**src/rtl/iecdrv_head_track_pkg.sv**
```systemverilog
// Shared types and constants for the IEC drive head/track controller.
// A save entry is sized for the widest supported half-track number.
package iecdrv_pkg;
    localparam int SAVE_HT_W = 7;

    localparam logic [1:0] STEP_IN  = 2'd1;
    localparam logic [1:0] STEP_OUT = 2'd3;

    typedef struct packed {
        logic [SAVE_HT_W-1:0] htrack;
        logic                 side;
    } save_entry_t;

    localparam int SAVE_ENTRY_W = $bits(save_entry_t);
endpackage

```
**src/rtl/iecdrv_head_track_if.sv**
```systemverilog
// Save handshake between the head tracker and the track-buffer/SD engine.
// The tracker is the master: it raises save_req and presents the head entry.
interface iecdrv_head_track_if #(
    parameter int HT_W = 7
);
    logic            save_req;
    logic [HT_W-1:0] save_htrack;
    logic            save_side;
    logic            save_ack;

    modport master (output save_req, save_htrack, save_side, input save_ack);
    modport slave  (input save_req, save_htrack, save_side, output save_ack);
endinterface

```
**src/rtl/iecdrv_head_track_save_fifo.sv**
```systemverilog
// Two-entry save FIFO; mem0 is always the head. A push into a full FIFO
// with no pop in the same cycle is dropped and latches the overrun flag.
module iecdrv_save_fifo #(
    parameter int W = 8
) (
    input  logic         clk,
    input  logic         reset,
    input  logic         i_push,
    input  logic [W-1:0] i_data,
    input  logic         i_pop,
    input  logic         i_clr_ovr,
    output logic         o_valid,
    output logic [W-1:0] o_data,
    output logic         o_overrun
);
    logic [W-1:0] r_mem0, r_mem1;
    logic [1:0]   r_cnt;
    logic         r_ovr;
    logic         w_pop, w_drop, w_wr;

    assign w_pop  = i_pop && (r_cnt != 2'd0);
    assign w_drop = i_push && (r_cnt == 2'd2) && !w_pop;
    assign w_wr   = i_push && !w_drop;

    always_ff @(posedge clk) begin
        if (reset) begin
            r_mem0 <= '0;
            r_mem1 <= '0;
            r_cnt  <= 2'd0;
            r_ovr  <= 1'b0;
        end else begin
            case ({w_wr, w_pop})
                2'b10: begin
                    if (r_cnt == 2'd0) r_mem0 <= i_data;
                    else               r_mem1 <= i_data;
                    r_cnt <= r_cnt + 2'd1;
                end
                2'b01: begin
                    r_mem0 <= r_mem1;
                    r_cnt  <= r_cnt - 2'd1;
                end
                2'b11: begin
                    if (r_cnt == 2'd1) begin
                        r_mem0 <= i_data;
                    end else begin
                        r_mem0 <= r_mem1;
                        r_mem1 <= i_data;
                    end
                end
                default: ;
            endcase
            // A new mount starts a clean history, even if a drop coincides.
            if (i_clr_ovr)   r_ovr <= 1'b0;
            else if (w_drop) r_ovr <= 1'b1;
        end
    end

    assign o_valid   = (r_cnt != 2'd0);
    assign o_data    = r_mem0;
    assign o_overrun = r_ovr;
endmodule

```
**src/rtl/iecdrv_head_track.sv**
```systemverilog
// Head position, side, settle and disk-change tracking for IEC drive cores;
// queues dirty tracks for saving whenever the head leaves them.
module iecdrv_head_track
    import iecdrv_pkg::*;
#(
    parameter int MAX_HTRACK   = 84,
    parameter int RESET_HTRACK = 36,
    parameter int SIDES        = 1,
    parameter int HT_W         = 7,
    parameter int SETTLE_TICKS = 4096,
    parameter int CHG_W        = 24
) (
    input  logic                 clk,
    input  logic                 reset,
    input  logic                 i_ce,
    input  logic [1:0]           i_stp,
    input  logic                 i_mtr,
    input  logic                 i_act,
    input  logic                 i_side,
    input  logic                 i_we,
    input  logic                 i_img_mounted,
    input  logic                 i_img_readonly,
    input  logic                 i_img_nonempty,
    output logic [HT_W-1:0]      o_htrack,
    output logic                 o_side,
    output logic                 o_tr00_sense_n,
    output logic                 o_wps_n,
    output logic                 o_disk_present,
    output logic                 o_settled,
    output logic                 o_save_overrun,
    iecdrv_head_track_if.master  save_bus
);
    localparam int SET_W = $clog2(SETTLE_TICKS + 1);

    logic [1:0]       r_stp, r_stp_old, w_move;
    logic [HT_W-1:0]  r_htrack, w_ht_next;
    logic             r_side, w_side_chg, w_ht_chg;
    logic             r_dirty, r_act_old, r_mnt_old;
    logic             w_mnt_rise, w_leave, w_push;
    logic [SET_W-1:0] r_settle;
    logic [CHG_W-1:0] r_chg;
    logic             r_ro, r_present;
    save_entry_t      w_push_entry, w_head;

    // stp is staged once so a phase change is decoded the cycle after it lands.
    assign w_move = r_stp - r_stp_old;

    always_comb begin
        w_ht_next = r_htrack;
        if (i_mtr) begin
            if (w_move == STEP_IN && r_htrack != HT_W'(MAX_HTRACK))
                w_ht_next = r_htrack + HT_W'(1);
            else if (w_move == STEP_OUT && r_htrack != '0)
                w_ht_next = r_htrack - HT_W'(1);
        end
    end

    assign w_ht_chg = (w_ht_next != r_htrack);

    generate
        if (SIDES == 2) begin : g_two_sides
            always_ff @(posedge clk) begin
                if (reset) r_side <= 1'b0;
                else       r_side <= i_side;
            end
            assign w_side_chg = (i_side != r_side);
        end else begin : g_one_side
            logic w_unused_side;
            assign w_unused_side = i_side;
            always_ff @(posedge clk) r_side <= 1'b0;
            assign w_side_chg = 1'b0;
        end
    endgenerate

    assign w_mnt_rise = i_img_mounted && !r_mnt_old;
    assign w_leave    = w_ht_chg || w_side_chg || (r_act_old && !i_act);
    assign w_push     = w_leave && r_dirty;

    // The entry records where the head was, not where it is going.
    always_comb begin
        w_push_entry        = '0;
        w_push_entry.htrack = SAVE_HT_W'(r_htrack);
        w_push_entry.side   = r_side;
    end

    always_ff @(posedge clk) begin
        if (reset) begin
            r_stp     <= i_stp;
            r_stp_old <= i_stp;
            r_htrack  <= HT_W'(RESET_HTRACK);
            r_dirty   <= 1'b0;
            r_act_old <= 1'b0;
            r_mnt_old <= 1'b0;
            r_settle  <= '0;
            r_chg     <= '0;
            r_ro      <= 1'b0;
            r_present <= 1'b0;
        end else begin
            r_stp     <= i_stp;
            r_stp_old <= r_stp;
            r_htrack  <= w_ht_next;
            r_act_old <= i_act;
            r_mnt_old <= i_img_mounted;

            if (w_mnt_rise)   r_dirty <= 1'b0;
            else if (i_we)    r_dirty <= 1'b1;
            else if (w_leave) r_dirty <= 1'b0;

            if (w_ht_chg || w_side_chg)
                r_settle <= SET_W'(SETTLE_TICKS);
            else if (i_ce && r_settle != '0)
                r_settle <= r_settle - SET_W'(1);

            if (w_mnt_rise) begin
                r_ro      <= i_img_readonly;
                r_present <= i_img_nonempty;
                r_chg     <= '1;
            end else if (i_ce && r_chg != '0) begin
                r_chg <= r_chg - CHG_W'(1);
            end
        end
    end

    iecdrv_save_fifo #(.W(SAVE_ENTRY_W)) u_save_fifo (
        .clk       (clk),
        .reset     (reset),
        .i_push    (w_push),
        .i_data    (w_push_entry),
        .i_pop     (save_bus.save_ack),
        .i_clr_ovr (w_mnt_rise),
        .o_valid   (save_bus.save_req),
        .o_data    (w_head),
        .o_overrun (o_save_overrun)
    );

    assign save_bus.save_htrack = HT_W'(w_head.htrack);
    assign save_bus.save_side   = w_head.side;

    assign o_htrack       = r_htrack;
    assign o_side         = r_side;
    assign o_tr00_sense_n = |r_htrack;
    // The flicker toggles write-protect so the DOS notices the disk swap.
    assign o_wps_n        = ~r_ro ^ r_chg[CHG_W-2];
    assign o_disk_present = r_present;
    assign o_settled      = (r_settle == '0);
endmodule

```
**src/flat_wrapper.sv**
```systemverilog
// flat-port wrapper written by rule: the top's interface ports become plain ports
module iecdrv_head_track_flat import iecdrv_pkg::*;
#(
    parameter int MAX_HTRACK   = 84,
    parameter int RESET_HTRACK = 36,
    parameter int SIDES        = 1,
    parameter int HT_W         = 7,
    parameter int SETTLE_TICKS = 4096,
    parameter int CHG_W        = 24
)
  (clk, reset, i_ce, i_stp, i_mtr, i_act, i_side, i_we, i_img_mounted, i_img_readonly, i_img_nonempty, o_htrack, o_side, o_tr00_sense_n, o_wps_n, o_disk_present, o_settled, o_save_overrun, save_bus_save_req, save_bus_save_htrack, save_bus_save_side, save_bus_save_ack);
  iecdrv_head_track_if #(.HT_W(HT_W)) save_bus_i ();
  input  logic clk;
  input  logic reset;
  input  logic i_ce;
  input  logic [1:0] i_stp;
  input  logic i_mtr;
  input  logic i_act;
  input  logic i_side;
  input  logic i_we;
  input  logic i_img_mounted;
  input  logic i_img_readonly;
  input  logic i_img_nonempty;
  output logic [HT_W-1:0] o_htrack;
  output logic o_side;
  output logic o_tr00_sense_n;
  output logic o_wps_n;
  output logic o_disk_present;
  output logic o_settled;
  output logic o_save_overrun;
  output wire logic [$bits(save_bus_i.save_req)-1:0] save_bus_save_req;
  output wire logic [$bits(save_bus_i.save_htrack)-1:0] save_bus_save_htrack;
  output wire logic [$bits(save_bus_i.save_side)-1:0] save_bus_save_side;
  input wire logic [$bits(save_bus_i.save_ack)-1:0] save_bus_save_ack;
  assign save_bus_save_req = save_bus_i.save_req;
  assign save_bus_save_htrack = save_bus_i.save_htrack;
  assign save_bus_save_side = save_bus_i.save_side;
  assign save_bus_i.save_ack = save_bus_save_ack;
  iecdrv_head_track #(.MAX_HTRACK(MAX_HTRACK), .RESET_HTRACK(RESET_HTRACK), .SIDES(SIDES), .HT_W(HT_W), .SETTLE_TICKS(SETTLE_TICKS), .CHG_W(CHG_W)) u_core (.clk(clk), .reset(reset), .i_ce(i_ce), .i_stp(i_stp), .i_mtr(i_mtr), .i_act(i_act), .i_side(i_side), .i_we(i_we), .i_img_mounted(i_img_mounted), .i_img_readonly(i_img_readonly), .i_img_nonempty(i_img_nonempty), .o_htrack(o_htrack), .o_side(o_side), .o_tr00_sense_n(o_tr00_sense_n), .o_wps_n(o_wps_n), .o_disk_present(o_disk_present), .o_settled(o_settled), .o_save_overrun(o_save_overrun), .save_bus(save_bus_i));
endmodule
```
**config.mk**
```make
export PLATFORM = sky130hd
export DESIGN_NAME = iecdrv_head_track_flat
export DESIGN_NICKNAME = d
export VERILOG_FILES = /design/src/rtl/iecdrv_head_track_pkg.sv /design/src/rtl/iecdrv_head_track_if.sv /design/src/rtl/iecdrv_head_track_save_fifo.sv /design/src/rtl/iecdrv_head_track.sv /design/src/flat_wrapper.sv
export SDC_FILE = /design/constraint.sdc
export NUM_CORES = 1
export LEC_CHECK = 0
export BUFFER_PORTS_ARGS = -buffer_cell sky130_fd_sc_hd__buf_2
export CAP_MARGIN = 0
export CELL_PAD_IN_SITES_DETAIL_PLACEMENT = 2
export CELL_PAD_IN_SITES_GLOBAL_PLACEMENT = 2
export CORE_MARGIN = 2
export CORE_UTILIZATION = 39
export DETAILED_ROUTE_END_ITERATION = 12
export PLACE_DENSITY = 0.82
export SLEW_MARGIN = 10
export SYNTH_ARGS = -nofsm -noshare
export SYNTH_HDL_FRONTEND = slang
export SYNTH_HIERARCHICAL = 1
export SYNTH_SLANG_ARGS = --single-unit
export TNS_END_PERCENT = 20
```
**constraint.sdc**
```tcl
create_clock -name clk -period 4.8 [get_ports clk]
set_input_delay 0.48 -clock clk [delete_from_list [all_inputs] [get_ports clk]]
set_output_delay 0.48 -clock clk [all_outputs]
set_load 0.02 [all_outputs]
```
Word-level counts from Yosys, hierarchy flattened
Index checks and enable logic that the tools add are counted.
{"block": "word_totals", "wordCells": 86, "ff_bits": 72, "input_bits": 13}
{"block": "op_classes", "bitwise_logic": 2, "n_reduce_logical": 33, "mux": 17, "add_sub_neg": 7, "n_eq_ne": 12}
{"cell": "24-bit 2-to-1 mux", "count": 2}
{"cell": "8-bit 2-to-1 mux", "count": 4}
{"cell": "13-bit 2-to-1 mux", "count": 2}
{"cell": "8-bit case mux with 3 select lines", "count": 1}
{"cell": "24-bit nonzero test", "count": 1}
{"cell": "24-bit by 1-bit subtractor with 24-bit output, second input constant", "count": 1}
{"cell": "7-bit 2-to-1 mux", "count": 3}
{"cell": "8-bit case mux with 2 select lines", "count": 1}
{"cell": "13-bit zero test", "count": 1}
{"cell": "13-bit nonzero test", "count": 1}
{"cell": "13-bit by 1-bit subtractor with 13-bit output, second input constant", "count": 1}
{"cell": "2-bit nonzero test", "count": 6}
{"cell": "1-bit logical AND", "count": 11}
{"cell": "2-bit == test, second input constant", "count": 4}
{"cell": "7-bit by 1-bit adder with 7-bit output, second input constant", "count": 1}
{"cell": "7-bit inequality test", "count": 1}
{"cell": "7-bit inequality test, second input constant", "count": 1}
{"cell": "7-bit nonzero test", "count": 1}
{"cell": "7-bit OR reduction", "count": 1}
{"cell": "7-bit by 1-bit subtractor with 7-bit output, second input constant", "count": 1}
{"cell": "2-bit by 1-bit == test with 1-bit output, second input constant", "count": 3}
{"cell": "2-bit inequality test, second input constant", "count": 3}
{"cell": "1-bit zero test", "count": 4}
{"cell": "2-bit case mux with 2 select lines", "count": 1}
{"cell": "13 further kinds", "count": 15}

Depth between registers and ports, before layout
{"block": "depth", "word_depth": 16, "mapped_depth": 12, "depth_no_buf": 10}

Cells and area by module
Netlist, hierarchy kept.
{"module": "iecdrv_head_track", "cells_each": 312, "area_per_inst_um2": 2717.6, "n_inst": 1, "seq_area_each_um2": 1061.0}
{"module": "iecdrv_save_fifo", "cells_each": 98, "area_per_inst_um2": 954.7, "n_inst": 1, "seq_area_each_um2": 380.4}

Worst setup path after synthesis
OpenSTA, ideal clock, no wires.
{"block": "synth_path", "path_kind": "register -> register", "from": "reg u_core.r_htrack[2], in the netlist u_core/o_htrack[2]", "to": "reg u_core.u_save_fifo.r_mem0[3], in the netlist u_core/u_save_fifo/o_data[3]", "n_path_buf": 3, "t_required_ns": 4.670, "path_slack_ns": 1.924, "arrival_time_ns": 2.746, "stages_incl_launch_ff": 12, "cell_sequence": "dfxtp_1 > clkbuf_1 > nor4_1 > nand2_1 > o2111ai_1 > a21boi_0 > buf_6 > nor2b_4 > a21o_4 > buf_12 > nor2_2 > a311oi_2"}
{"block": "synth_via", "elab_chain_cells": 15}
{"element": "from (decl)", "line": "iecdrv_head_track.sv:36", "text": "logic [HT_W-1:0] r_htrack, w_ht_next;"}
{"element": "from (signal assigned)", "line": "iecdrv_head_track.sv:90", "text": "r_htrack <= HT_W'(RESET_HTRACK);"}
{"element": "from (signal assigned)", "line": "iecdrv_head_track.sv:101", "text": "r_htrack <= w_ht_next;"}
{"element": "parallel branches: the longest is 5 deep, another holds 7-bit by 1-bit subtractor with 7-bit output"}
{"element": "7-bit inequality test *", "line": "iecdrv_head_track.sv:58", "text": "assign w_ht_chg = (w_ht_next != r_htrack);"}
{"element": "1-bit logical OR *", "line": "iecdrv_head_track.sv:76", "text": "assign w_leave = w_ht_chg || w_side_chg || (r_act_old && !i_act);"}
{"element": "1-bit logical AND *", "line": "iecdrv_head_track.sv:77", "text": "assign w_push = w_leave && r_dirty;"}
{"element": "net u_core.w_push", "line": "iecdrv_head_track.sv:39", "text": "logic w_mnt_rise, w_leave, w_push;"}
{"element": "1-bit logical AND (2 in a row)", "line": "iecdrv_head_track_save_fifo.sv:22", "text": "assign w_drop = i_push && (r_cnt == 2'd2) && !w_pop;"}
{"element": "1-bit zero test", "line": "iecdrv_head_track_save_fifo.sv:23", "text": "assign w_wr = i_push && !w_drop;"}
{"element": "1-bit logical AND *", "line": "iecdrv_head_track_save_fifo.sv:23"}
{"element": "2-bit == test or 2-bit by 1-bit == test with 1-bit output (tied branches)", "line": "iecdrv_head_track_save_fifo.sv:32", "text": "case ({w_wr, w_pop})"}
{"element": "2-bit inequality test (no source line) or 3-bit nonzero test (tied branches)"}
{"element": "2-bit AND reduction (no source line)"}
{"element": "to (signal assigned)", "line": "iecdrv_head_track_save_fifo.sv:34", "text": "if (r_cnt == 2'd0) r_mem0 <= i_data;"}
{"element": "to (signal assigned)", "line": "iecdrv_head_track_save_fifo.sv:39", "text": "r_mem0 <= r_mem1;"}
{"element": "to (signal assigned)", "line": "iecdrv_head_track_save_fifo.sv:44", "text": "r_mem0 <= i_data;"}
{"element": "to (decl)", "line": "iecdrv_head_track_save_fifo.sv:16", "text": "logic [W-1:0] r_mem0, r_mem1;"}
Mark *: on every way through the listed nets, which the timed path passes. The select of a mux whose other input is x is not followed.
A chain may end at the register's enable or synchronous reset.

Final worst setup path
{"block": "layout_path", "from": "reg u_core.r_htrack[1], in the netlist u_core/o_htrack[1]", "to": "reg u_core.u_save_fifo.r_mem0[1], in the netlist u_core/u_save_fifo/o_data[1]"}
Same word-level chain as after synthesis.

==> impl_metrics.yaml <==
place:
  globalplace.congestion: 0.779
  place_hpwl_um: 6980
  placed_cell_area_um2: 3870
  dp_cells: 535
  buffer_ports.inserted: 32
power:
  p_clk_frac: 0.262
  power_frac_comb: 0.364
  peakVddDrop_v: 0.000176
  p_leak_nw: 1.60
  power.switching_mw: 0.813
  internal-power_mw: 1.31
  cellPowerDensity_nw_per_um2: 518
  switching_share: 0.383
  total_power_mw: 2.12
  seq_power_share: 0.373
timing:
  setup_tns_ns: 0
  fin_crit_sh: 0.757
  skew_ns: 0.0136
  tightest_slew_ns: 1.09
  hold_viol_final: 0
  fin_crit_ns: 3.63
  max_freq_mhz: 275
  final_max_slew_viol_count: 0
  setup_violations: 0
  rsz0062_at_grt: "false"
  maxSlewHeadroom: 0.270
setup_path:
  worstPathMaxFanout: 9
  worstSetupPathType: "reg -> reg"
  cp_data_required_time_ns: 5.06
  end_kind: "register"
  critPathArrivalTime_ns: 3.90
  reg2reg_slack_ns: 1.17
  rr_worst_depth: 10
  start_kind: "register"
job:
  max_cap_violations: 0
drt:
  drt_first_pass_iters: 4
  ant_nets: 0
  routed_via_density: 5.69
  wire_per_inst_um: 18.3
  num_vias: 3133
  drt_wl_total_um: 10100
  drt_iter0_markers: 104
  drc: 0
floorplanning:
  initial_core_util: 0.399
  die_h_um: 101
  rows: 35
  pin_count: 35
  die_w_um: 101
  die_area_um2: 10200
  coreArea_um2: 9200
grt:
  overflow: 0
  grt_use_total: 0.211
  grt_antenna_before_repair: 0
  grt_pass1_vias: 3381
  grt_max_degree: 39
  grt_pass1_wl_um: 16900
finish:
  drive_gt1_frac: 0.177
  stdcell_count: 551
  n_antenna_cell: 0
  fin_nets: 457
  stdcell_area_um2: 4100
  fin_util: 0.446
  syn_to_final_growth_pct: 11.7
clock_tree:
  cts_hold_buf: 0
  cts.repair.resized: 0
  cts_buffer_depth: 2
  clock-sinks: 72
  cts_setup_buffers: 0
  path_clk_slew_ns: 0.08
  cts_inserted_buffers: 9
  h-tree-depth: 3
  insertion_delay_ns: 0.35
  cts_tree: "built"
  cts_root_buf: "clkbuf_8"
hold_path:
  holdPathStages: 1
  hp-class: "in -> reg"
synth:
  yosysTopAreaCellShare: 0.393
  ys_seq_elements: 72
  netlist_area_um2: 3670
  ys_types: 67
  synth_ff_type: "dfxtp_1"
  syn_avg_cell_area_um2: 8.96
  ys_seq_area_frac: 0.393
  synth_async_sr_flop_share: 0
  synth_cells: 410
  ys_top_cells_by_area: "dfxtp_1, nor2_1, xor2_1"
  synth-edff-count: 0
  yosysTopAreaCell: "dfxtp_1"
  synth_warnings: 6
run_status:
  status: "finished clean"
-- cell usage after synthesis (2+ instances only) --
cell type  instances
a211oi_1           6
nor4b_2            2
or2_2              2
a31oi_1            9
a32oi_1            2
ha_1               9
nor3_1            13
or4_1              7
inv_1             13
a311oi_1           2
buf_4              2
or3b_2             2
xnor2_1           10
o31ai_1            5
nor3b_1            2
o211ai_1           2
nand3_1           17
and2_1             3
mux2i_1            9
nand4b_1           4
or4b_2             3
o31a_1             2
nand2b_1           6
dfxtp_1           72
nor2_2             2
and4b_1            2
or4_4              2
nor4_1             9
clkbuf_1          14
a21o_1             2
buf_2              3
or3_1              4
nor2b_1            3
a21oi_1           22
nand4_1            7
nor2_1            47
o21ai_0            6
nand2_1           27
xor2_1            20
a311oi_2           8
nor4b_1            2
-- power groups by stage --
stage                     logic (mW)  clock network (mW)  registers (mW)
final                          0.774               0.558           0.793
after global routing           0.866               0.604           0.813
after CTS                      0.784               0.574           0.794
after detailed placement       0.774                   0           0.805
after global placement         0.740                   0           0.795
after floorplan                0.595                   0           0.802
-- cells in the final DEF, fill, tap and decap left out, drive strengths merged, types with 10 or more instances in the layout --
master and n:
nor3 13, dfxtp 72, a311oi 10, nor2 49, clkbuf 10, inv 15
buf 33, nand2 28, nand3 18, xor2 20, a21oi 22, xnor2 10
-- stage by stage --
stage / hold slack, ns / setup WS [ns]
floorplan: 0.449 / 1.92
global placement: 0.442 / 1.45
detailed placement: 0.457 / 1.24
CTS: 0.226 / 1.13
global route: 0.219 / 0.796
finish: 0.248 / 1.17
-- critical path, cell delays in order, from the launching register on --
cell	delay (ns)
dfxtp_1	0.53
inv_1	0.16
ha_1	0.24
nor2b_1	0.19
nand2_1	0.11
o2111ai_1	0.30
a21boi_0	0.94
nand2_2	0.31
nand2_1	0.38
nand2_1	0.13
a311oi_2	0.24
-- kinds of logic (layout without fill, tap and decap cells) --
logic type,count (synthesis),after routing,share of synthesized area
and+or+nand+nor,172,172,0.258
xor gates and xnor gates,31,31,0.0777
adders and majority gates,9,9,0.0307
other,1,3,0.00102
muxes,10,10,0.0276
AOI/OAI and AO/OA,80,80,0.168
DFF,72,72,0.393
buffers and inverters,35,63,0.0453
-- final cells by class --
class | instances | area, um2
Fill cell | 1013 | 5100
Multi-Input combinational cell | 305 | 2070
Sequential cell | 72 | 1440
Timing Repair Buffer | 33 | 168
Tap cell | 111 | 139
Clock buffer | 10 | 138
Clock inverter | 6 | 90.1
Inverter | 14 | 52.6
-- final timing paths --
path                             endpoint                  start
max          u_core/u_save_fifo/o_data[1]     u_core/o_htrack[1]
max reg2reg  u_core/u_save_fifo/o_data[1]     u_core/o_htrack[1]
min                       u_core/r_stp[1]               i_stp[1]
min reg2reg         u_core/o_disk_present  u_core/o_disk_present
-- sequential cells by signal (all words and copies together) (netlist names) --
register and flops:
u_core/o_disk_present 1, u_core/r_dirty 1, u_core/u_save_fifo/o_overrun 1, u_core/r_settle 13, u_core/r_stp 2, u_core/o_htrack 7
u_core/r_act_old 1, u_core/u_save_fifo/r_mem1 8, u_core/r_ro 1, u_core/r_stp_old 2, u_core/u_save_fifo/r_cnt 2, u_core/u_save_fifo/o_data 8
u_core/r_mnt_old 1, u_core/r_chg 24
-- layer usage --
layer | vias to the layer above | part of all wire | GRT usage
li1 | 1538 | - | -
met1 | 1557 | 0.48 | 0.269
met2 | 30 | 0.49 | 0.363
met3 | 8 | 0.016 | 0.0298
met4 | 0 | 0.012 | 0.0717
met5 | - | 0 | 0
No activity file was read; power rests on OpenSTA's default activity.
